===== src/rtl/pc_pkg.sv =====
// Shared types and defaults for the fetch-address generator and its branch target buffer.
package pc_pkg;
  localparam int ADDR_BUS = 32;
  localparam logic [ADDR_BUS-1:0] INIT_PC_DEF = 32'hbfc0_0000;

  typedef enum logic [1:0] {
    CTR_SNT = 2'b00,
    CTR_WNT = 2'b01,
    CTR_WT  = 2'b10,
    CTR_ST  = 2'b11
  } ctr_e;

  // Tag and target are sized to the full bus; narrower configurations use the low bits.
  typedef struct packed {
    logic                valid;
    logic [ADDR_BUS-1:0] tag;
    logic [ADDR_BUS-1:0] target;
    ctr_e                ctr;
  } btb_entry_t;

  function automatic ctr_e ctr_next(input ctr_e cur, input logic taken);
    ctr_e nxt;
    nxt = cur;
    case (cur)
      CTR_SNT: nxt = taken ? CTR_WNT : CTR_SNT;
      CTR_WNT: nxt = taken ? CTR_WT  : CTR_SNT;
      CTR_WT:  nxt = taken ? CTR_ST  : CTR_WNT;
      CTR_ST:  nxt = taken ? CTR_ST  : CTR_WT;
      default: nxt = cur;
    endcase
    return nxt;
  endfunction
endpackage


===== src/rtl/pc_btb.sv =====
// Direct-mapped branch target buffer: combinational lookup, registered update,
// synchronous clear of the valid bits.
module pc_btb
  import pc_pkg::*;
#(
  parameter int ADDR_WIDTH = 32,
  parameter int DEPTH      = 16
) (
  input  logic                  clk_i,
  input  logic                  rst_i,
  input  logic [ADDR_WIDTH-1:2] lookup_pc_i,
  output logic                  hit_taken_o,
  output logic [ADDR_WIDTH-1:0] target_o,
  input  logic                  upd_en_i,
  input  logic [ADDR_WIDTH-1:2] upd_pc_i,
  input  logic [ADDR_WIDTH-1:0] upd_target_i,
  input  logic                  upd_taken_i
);
  localparam int IDX   = $clog2(DEPTH);
  localparam int TAG_W = ADDR_WIDTH - IDX - 2;

  btb_entry_t mem_q [DEPTH];

  logic [IDX-1:0]   rd_idx, wr_idx;
  logic [TAG_W-1:0] rd_tag, wr_tag;
  btb_entry_t       rd_e, wr_e;
  logic             wr_hit;

  assign rd_idx = lookup_pc_i[IDX+1:2];
  assign rd_tag = lookup_pc_i[ADDR_WIDTH-1:IDX+2];
  assign wr_idx = upd_pc_i[IDX+1:2];
  assign wr_tag = upd_pc_i[ADDR_WIDTH-1:IDX+2];
  assign rd_e   = mem_q[rd_idx];
  assign wr_e   = mem_q[wr_idx];
  assign wr_hit = wr_e.valid && (wr_e.tag == ADDR_BUS'(wr_tag));

  assign hit_taken_o = rd_e.valid && (rd_e.tag == ADDR_BUS'(rd_tag))
                       && ((rd_e.ctr == CTR_WT) || (rd_e.ctr == CTR_ST));
  assign target_o    = rd_e.target[ADDR_WIDTH-1:0];

  // Lookup reads mem_q directly, so a same-index update is only visible after the edge.
  always_ff @(posedge clk_i) begin
    if (rst_i) begin
      for (int i = 0; i < DEPTH; i++) mem_q[i].valid <= 1'b0;
    end else if (upd_en_i) begin
      if (wr_hit) begin
        mem_q[wr_idx].ctr <= ctr_next(wr_e.ctr, upd_taken_i);
        if (upd_taken_i) mem_q[wr_idx].target <= ADDR_BUS'(upd_target_i);
      end else if (upd_taken_i) begin
        mem_q[wr_idx] <= '{valid:  1'b1,
                           tag:    ADDR_BUS'(wr_tag),
                           target: ADDR_BUS'(upd_target_i),
                           ctr:    CTR_WT};
      end
    end
  end
endmodule


===== src/rtl/pc_gen.sv =====
// IF-stage fetch PC: next-PC priority mux, pending-redirect register, start-up
// gating and the ROM request, with a BTB for taken-branch prediction.
module pc_gen
  import pc_pkg::*;
#(
  parameter int                    ADDR_WIDTH = 32,
  parameter logic [ADDR_WIDTH-1:0] INIT_PC    = ADDR_WIDTH'(INIT_PC_DEF),
  parameter int                    BTB_DEPTH  = 16,
  parameter bit                    BTB_EN     = 1'b1
) (
  input  logic                  clk_i,
  input  logic                  rst_i,
  input  logic                  flush_i,
  input  logic [ADDR_WIDTH-1:0] exc_pc_i,
  input  logic                  stall_pc_i,
  input  logic                  branch_flag_i,
  input  logic [ADDR_WIDTH-1:0] branch_addr_i,
  input  logic                  btb_upd_en_i,
  input  logic [ADDR_WIDTH-1:0] btb_upd_pc_i,
  input  logic [ADDR_WIDTH-1:0] btb_upd_target_i,
  input  logic                  btb_upd_taken_i,
  input  logic                  rom_ready_i,
  output logic                  rom_en_o,
  output logic [ADDR_WIDTH-1:0] rom_addr_o,
  output logic [3:0]            rom_write_en_o,
  output logic [31:0]           rom_write_data_o,
  output logic [ADDR_WIDTH-1:0] pc_o,
  output logic                  pc_valid_o,
  output logic                  pred_taken_o,
  output logic [ADDR_WIDTH-1:0] pred_target_o
);
  logic                  started_q, pc_valid_q, pend_v_q;
  logic [ADDR_WIDTH-1:0] pc_q, pend_addr_q, pc_d;
  logic                  flush_eff, branch_eff, adv, btb_hit;
  logic [ADDR_WIDTH-1:0] btb_target;
  logic                  unused_upd_lsb;

  assign unused_upd_lsb = ^btb_upd_pc_i[1:0];

  pc_btb #(.ADDR_WIDTH(ADDR_WIDTH), .DEPTH(BTB_DEPTH)) u_btb (
    .clk_i        (clk_i),
    .rst_i        (rst_i),
    .lookup_pc_i  (pc_q[ADDR_WIDTH-1:2]),
    .hit_taken_o  (btb_hit),
    .target_o     (btb_target),
    .upd_en_i     (BTB_EN && started_q && btb_upd_en_i),
    .upd_pc_i     (btb_upd_pc_i[ADDR_WIDTH-1:2]),
    .upd_target_i (btb_upd_target_i),
    .upd_taken_i  (btb_upd_taken_i)
  );

  assign flush_eff  = started_q && flush_i;
  assign branch_eff = started_q && branch_flag_i;
  assign adv        = started_q && rom_ready_i && (flush_i || !stall_pc_i);

  assign pred_taken_o  = BTB_EN && pc_valid_q && btb_hit;
  assign pred_target_o = btb_target;

  always_comb begin
    pc_d = pc_q + ADDR_WIDTH'(4);
    if (flush_eff)         pc_d = exc_pc_i;
    else if (branch_eff)   pc_d = branch_addr_i;
    else if (pend_v_q)     pc_d = pend_addr_q;
    else if (stall_pc_i)   pc_d = pc_q;
    else if (pred_taken_o) pc_d = btb_target;
  end

  always_ff @(posedge clk_i) begin
    if (rst_i) begin
      started_q   <= 1'b0;
      pc_q        <= INIT_PC - ADDR_WIDTH'(4);
      pc_valid_q  <= 1'b0;
      pend_v_q    <= 1'b0;
      pend_addr_q <= '0;
    end else begin
      started_q <= 1'b1;
      if (adv) begin
        pc_q       <= pc_d;
        pc_valid_q <= 1'b1;
      end
      // A flush blocked by ROM backpressure parks its target like a branch would.
      if (flush_eff) begin
        pend_v_q <= !adv;
        if (!adv) pend_addr_q <= exc_pc_i;
      end else if (branch_eff && !adv) begin
        pend_v_q    <= 1'b1;
        pend_addr_q <= branch_addr_i;
      end else if (adv) begin
        pend_v_q <= 1'b0;
      end
    end
  end

  assign rom_en_o         = started_q;
  assign rom_addr_o       = pc_d;
  assign rom_write_en_o   = 4'b0;
  assign rom_write_data_o = 32'b0;
  assign pc_o             = pc_q;
  assign pc_valid_o       = pc_valid_q;
endmodule


===== config.mk =====
export PLATFORM = sky130hd
export DESIGN_NAME = pc_gen
export DESIGN_NICKNAME = d
export VERILOG_FILES = /design/src/rtl/pc_pkg.sv /design/src/rtl/pc_btb.sv /design/src/rtl/pc_gen.sv
export SDC_FILE = /design/constraint.sdc
export NUM_CORES = 1
export LEC_CHECK = 0
export CAP_MARGIN = 20
export CORE_MARGIN = 2
export CORE_UTILIZATION = 60
export DETAILED_ROUTE_END_ITERATION = 10
export PLACE_DENSITY_LB_ADDON = 0.15
export SYNTH_ARGS = -nofsm -noshare
export SYNTH_HDL_FRONTEND = slang
export SYNTH_HIERARCHICAL = 1
export SYNTH_SLANG_ARGS = --single-unit

===== constraint.sdc =====
create_clock -name clk_i -period 9.6 [get_ports clk_i]
set_clock_uncertainty 0.1 [all_clocks]
set_input_delay 0.96 -clock clk_i [delete_from_list [all_inputs] [get_ports clk_i]]
set_output_delay 0.96 -clock clk_i [all_outputs]
set_load 0.01 [all_outputs]

### Word level (Yosys, flattened, before mapping)

Memories as Yosys holds them, arrays and structs flattened. A register that Yosys moved wholly into a read port is not among the register bits.
Cells that the tools add are included.

| storage, ports and cells | value |
|---|---|
| register bits after elaboration | 67 |
| bits in latches | 0 |
| bits in writable memories | 976 |
| bits in read-only memories | 0 |
| input bits | 136 |
| memories | 1 |

Memory list:

| name | depth | width | rd ports | clocked after Yosys merged registers in | wr ports | RTL line | text |
|---|---|---|---|---|---|---|---|
| u_btb.mem_q | 16 | 61 | 2 | 1 | 16 | pc_btb.sv:22 | `btb_entry_t mem_q [DEPTH];` |

| cells by class | value |
|---|---|
| $add $sub $neg | 1 |
| multiply operators | 0 |
| div/mod/pow operators | 0 |
| $lt $le $gt $ge | 0 |
| equal/unequal tests | 8 |
| shifts and indexed selects | 0 |
| muxes and demuxes | 42 |
| bitwise operators | 2 |
| reduce and logical (&&, ||, !) cells | 19 |

Operator list:

| operator | number |
|---|---|
| two-way mux 32 bit | 9 |
| equality test 32 x 26 -> 1 bit | 2 |
| two-way mux 61 bit | 1 |
| OR reduction 61 bit | 1 |
| adder 32 x 3 -> 32 bit (second input constant) | 1 |
| two-way mux 1 bit | 21 |
| two-way mux 4 bit | 4 |
| two-way mux 2 bit | 6 |
| logical AND 1 bit | 10 |
| equality test 2 bit (second input constant) | 4 |
| one-hot mux 2 bit (4 select lines) | 1 |
| nonzero test 3 bit | 1 |
| equality test 2 x 1 -> 1 bit (second input constant) | 1 |
| logical NOT 1 bit | 2 |
| logical NOT 2 bit | 1 |
| logical OR 1 bit | 2 |
| != test 2 bit (second input constant) | 1 |
| bitwise OR 1 bit | 2 |
| AND reduction 2 bit | 1 |
| nonzero test 2 bit | 1 |

### Depth between registers and ports, before layout

| logic depth | value |
|---|---|
| word-level depth | 11 |
| gate-level depth with buffers | 19 |
| mapped depth without buffers | 13 |

### Modules after synthesis

The synthesis kept the hierarchy.

By module, submodules not included:

| module | times used | cells an instance | area an instance (um^2) | sequential area each (um^2) |
|---|---|---|---|---|
| pc_btb | 1 | 1916 | 41721.3 | 29148.0 |
| pc_gen | 1 | 761 | 5373.9 | 1341.3 |

### Least setup slack after synthesis

No wires, ideal clock.

| timing | value |
|---|---|
| path type | reg2out |
| start | reg pc_q[2] (netlist: pc_o[2]) |
| end | out rom_addr_o[17] |
| data arrival time | 4515 ps |
| setup slack | 4025 ps |
| cell stages (with the launch flop) | 17 |
| path buffers | 5 |
| cell sequence | dfxtp_1 buf_2 buf_2 buf_1 mux4_2 mux4_2 xnor2_1 nand4_1 nor4_1 clkbuf_1 nand2_1 inv_1 clkbuf_1 nand2_1 o31ai_1 a21oi_1 a21boi_0 |

| between the ends | value |
|---|---|
| word-level cells in the longest chain between the ends | 6 |

RTL lines:

| what | RTL line | text |
|---|---|---|
| from (decl) | pc_gen.sv:33 | `logic [ADDR_WIDTH-1:0] pc_q, pend_addr_q, pc_d;` |
| from (signal assigned) | pc_gen.sv:71 | `pc_q <= INIT_PC - ADDR_WIDTH'(4);` |
| from (signal assigned) | pc_gen.sv:78 | `pc_q <= pc_d;` |
| adder 32 x 3 -> 32 bit | pc_gen.sv:60 | `pc_d = pc_q + ADDR_WIDTH'(4);` |
| two-way mux 32 bit | pc_gen.sv:65 | `else if (pred_taken_o) pc_d = btb_target;` |
| two-way mux 32 bit | pc_gen.sv:64 | `else if (stall_pc_i) pc_d = pc_q;` |
| two-way mux 32 bit | pc_gen.sv:63 | `else if (pend_v_q) pc_d = pend_addr_q;` |
| two-way mux 32 bit | pc_gen.sv:62 | `else if (branch_eff) pc_d = branch_addr_i;` |
| two-way mux 32 bit | pc_gen.sv:61 | `if (flush_eff) pc_d = exc_pc_i;` |
| to (decl) | pc_gen.sv:24 | `output logic [ADDR_WIDTH-1:0] rom_addr_o,` |

Every way passes these cells.

### Worst setup path after layout

| timing | value |
|---|---|
| start | reg pc_q[2] (netlist: pc_o[2]) |
| end | out rom_addr_o[14] |

Same word-level chain as after synthesis.

==> summary.txt <==
Outcome
  – Status: finished clean

CTS
  – CTS tree: built
  – Clk slew on worst S/H paths: 0.06 ns
  – Post-CTS Hold Buffers: 0
  – Num Clock Sinks: 1043
  – Post-CTS setup buffers: 0
  – CTS H-tree depth: 3
  – Total CTS buffers: 105
  – Root Buffer: clkbuf_16
  – Clk_lat worst skew: 0.68 ns
  – Post-cts sizing count: 0
  – Clock Tree Buf Depth: 3

Yosys
  – Cells after synthesis: 2677
  – Main synth FF type: edfxtp_1
  – Flops & latches, synth: 1043
  – Sequential share of the synthesized area: 0.647
  – Synth Area in Simple Gates: 0.0477
  – Syn Std Cell Area: 47100 um2
  – Synth Area in Compound Gates: 0.0589
  – Mux contribution to synthesized area: 0.205
  – Yosys cell types: 99
  – Synth Area in Adders: 0.000478
  – Async S/R FF share, synth: 0
  – EDFF count, synth: 960
  – XOR/XNOR share of the synthesized area: 0.0110
  – Syn Area/Cell: 17.6 um2
  – Main combinational cell family by area after synthesis: multiplexers
  – Ys Warns: 6

Finish
  – Layout cells sized above 1: 0.223
  – Area delta synth->final: 14.5%
  – Fillers: 4946
  – Register area: 30500 um2
  – Non-Filler Instances: 4026
  – Finished Cell Area: 53900 um2
  – Commonest cells after routing, fill and taps aside: edfxtp_1 (960), mux4_2 (373), clkdlybuf4s50_1 (227), nand2_1 (185), clkbuf_16 (107)
  – Util after Layout: 0.695
  – Final net count: 3034
  – Area of the multi-input gates: 15600 um2
  – Commonest non-fill, non-tap cell in the layout: edfxtp_1

STA
  – Fin crit share: 0.873
  – Max_slew headroom: 0.324
  – RSZ-0062 raised after global routing: false
  – Final count of negative-setup-slack endpoints: 0
  – Setup TNS: 0 ns
  – Final hold vios: 0
  – Setup WS post-layout: 1.22 ns
  – Actual slew at the worst max-slew pin: 1.01 ns
  – Tmin final: 8.38 ns
  – Max Slew Vio Count: 0
  – Hold slack: 0.384 ns
  – Fmax: 119 MHz

Routing
  – Via count: 28600
  – DRC viols: 0
  – Total Wirelength: 136 mm
  – Via density: 7.11
  – Routed Antenna Nets: 0
  – First DRT Iteration DRCs: 3715
  – Pre-Repair DR Iteration Count: 8
  – Avg WL per Cell: 33.8 um

Place
  – Port bufs: 232
  – Pre-CTS WS: 1.96 ns
  – Placed cells: 3828
  – DP Area: 50400 um2
  – Post-DP HPWL: 80.7 mm
  – Routability cong.: 0.942

Setup path
  – Worst endpoint data arrival time: 7.32 ns
  – Element type at the critical path start: flip-flop
  – Critical Path RT: 8.54 ns
  – Crit-path max FO: 42
  – Cell mode on critical path: mux4_2
  – CP Capture Type: output pin
  – Largest stage delay on the critical path: 0.94 ns
  – Crit path cell chain: buf_12 -> buf_4 -> mux4_2 -> mux4_2 -> xnor2_1 -> nand4_1 -> nor4_2 -> and3b_1 -> a311oi_1 -> o31ai_1 -> clkdlybuf4s50_1
  – CP max-delay cell: and3b_1
  – Crit Path Category: reg -> out

Floorplan
  – IO Pins: 271
  – Die Y: 284 um
  – Initial Util: 0.607
  – CORE AREA: 77600 um2
  – Rows: 102
  – Die W: 284 um
  – Die ar.: 80700 um2

Hold path
  – HP Class: reg -> reg

Power
  – Leakage power: 17.9 nW
  – Pwr/cell area: 191 nW/um2
  – Tot Pwr: 10.3 mW
  – Peak supply drop: 0.197 mV

GRT
  – GRT overflow: 0
  – Grt met2 use: 0.546
  – Initial antenna violation count: 4
  – Largest net degree at the start of global routing: 150
  – Gr usage total: 0.338
  – Grt met3 use: 0.0726
  – GR peak layer: met2
  – Met1 Track Usage GR: 0.450
  – Vias in the first global route: 28600
  – First-pass GRT wire length: 197 mm

Flow run
  – Max-cap violations: 0
-- logic make-up (layout without fill, tap and decap cells) --
group	Yosys count	in the layout
compound gates	365	365
xor+xnor	59	59
fa+ha+maj	2	2
buf+inv	267	540
flops	1043	1043
mux	475	475
other cells	1	37
simple gates	465	465
-- cell usage after synthesis, types with 26 or more instances --
| master | n | area [um2] |
|---|---|---|
| o21ai_0 | 59 | 295 |
| buf_4 | 50 | 375 |
| dfxtp_1 | 83 | 1660 |
| buf_1 | 32 | 120 |
| a21oi_1 | 33 | 165 |
| nand3_1 | 26 | 130 |
| clkbuf_1 | 98 | 368 |
| nor2_1 | 106 | 398 |
| nand2_1 | 185 | 694 |
| a311oi_1 | 36 | 315 |
| xnor2_1 | 30 | 263 |
| edfxtp_1 | 960 | 28800 |
| mux2i_1 | 80 | 801 |
| inv_1 | 37 | 139 |
| xor2_1 | 29 | 254 |
| mux4_2 | 373 | 8400 |
| buf_2 | 29 | 145 |
| nor3_1 | 32 | 160 |
-- report_power, final --
group	switching, mW	total, mW	internal (mW)
registers	0.0630	5.05	4.99
logic	0.620	1.09	0.472
clock network	1.74	4.14	2.40
total	2.42	10.3	7.86
-- critical path, delay by kind of cell, from the launching register on --
kind / cells / cell delay, ns
AO/OA/AOI/OAI: 2 / 0.75
XOR/XNOR: 1 / 0.21
buffers and inverters: 3 / 1.63
flip-flops: 1 / 0.87
multiplexers: 2 / 1.18
AND/OR/NAND/NOR: 3 / 1.95
-- cell type report --
class | count | share of cell area
repair buffers | 306 | 0.0537
multi-input cells | 1402 | 0.289
clock inverters | 69 | 0.0137
well taps | 1040 | 0.0241
clock buffers | 126 | 0.0510
flip-flops and latches | 1043 | 0.566
inverters | 39 | 0.00271
diodes | 1 | 0.0000464
-- path summary, 6_finish.rpt --
path                                                         to  slack [ns]                       startpoint  cells after the start
worst max-delay path                             rom_addr_o[14]        1.22             pc_o[2]$_SDFFE_PP1P_                     11
worst min-delay path            u_btb/mem_q[9][60]$_SDFFE_PP1P_        0.38  u_btb/mem_q[9][60]$_SDFFE_PP1P_                      2
worst max register to register            pc_o[14]$_SDFFE_PP1P_        3.24             pc_o[2]$_SDFFE_PP1P_                     11
worst min register to register  u_btb/mem_q[9][60]$_SDFFE_PP1P_        0.38  u_btb/mem_q[9][60]$_SDFFE_PP1P_                      2
-- state kept, by name, summed over array words and instances, names as in the netlist --
name and cells:
pend_addr_q 32, pc_valid_o 1, u_btb/mem_q 976, pc_o 32
pend_v_q 1, rom_en_o 1
-- layer usage --
layer	vias up	part of all wire
li1	11500	-
met1	14800	0.35
met2	1956	0.49
met3	363	0.11
met4	6	0.050
met5	-	0.00029
(Power assumes the default switching activity.)
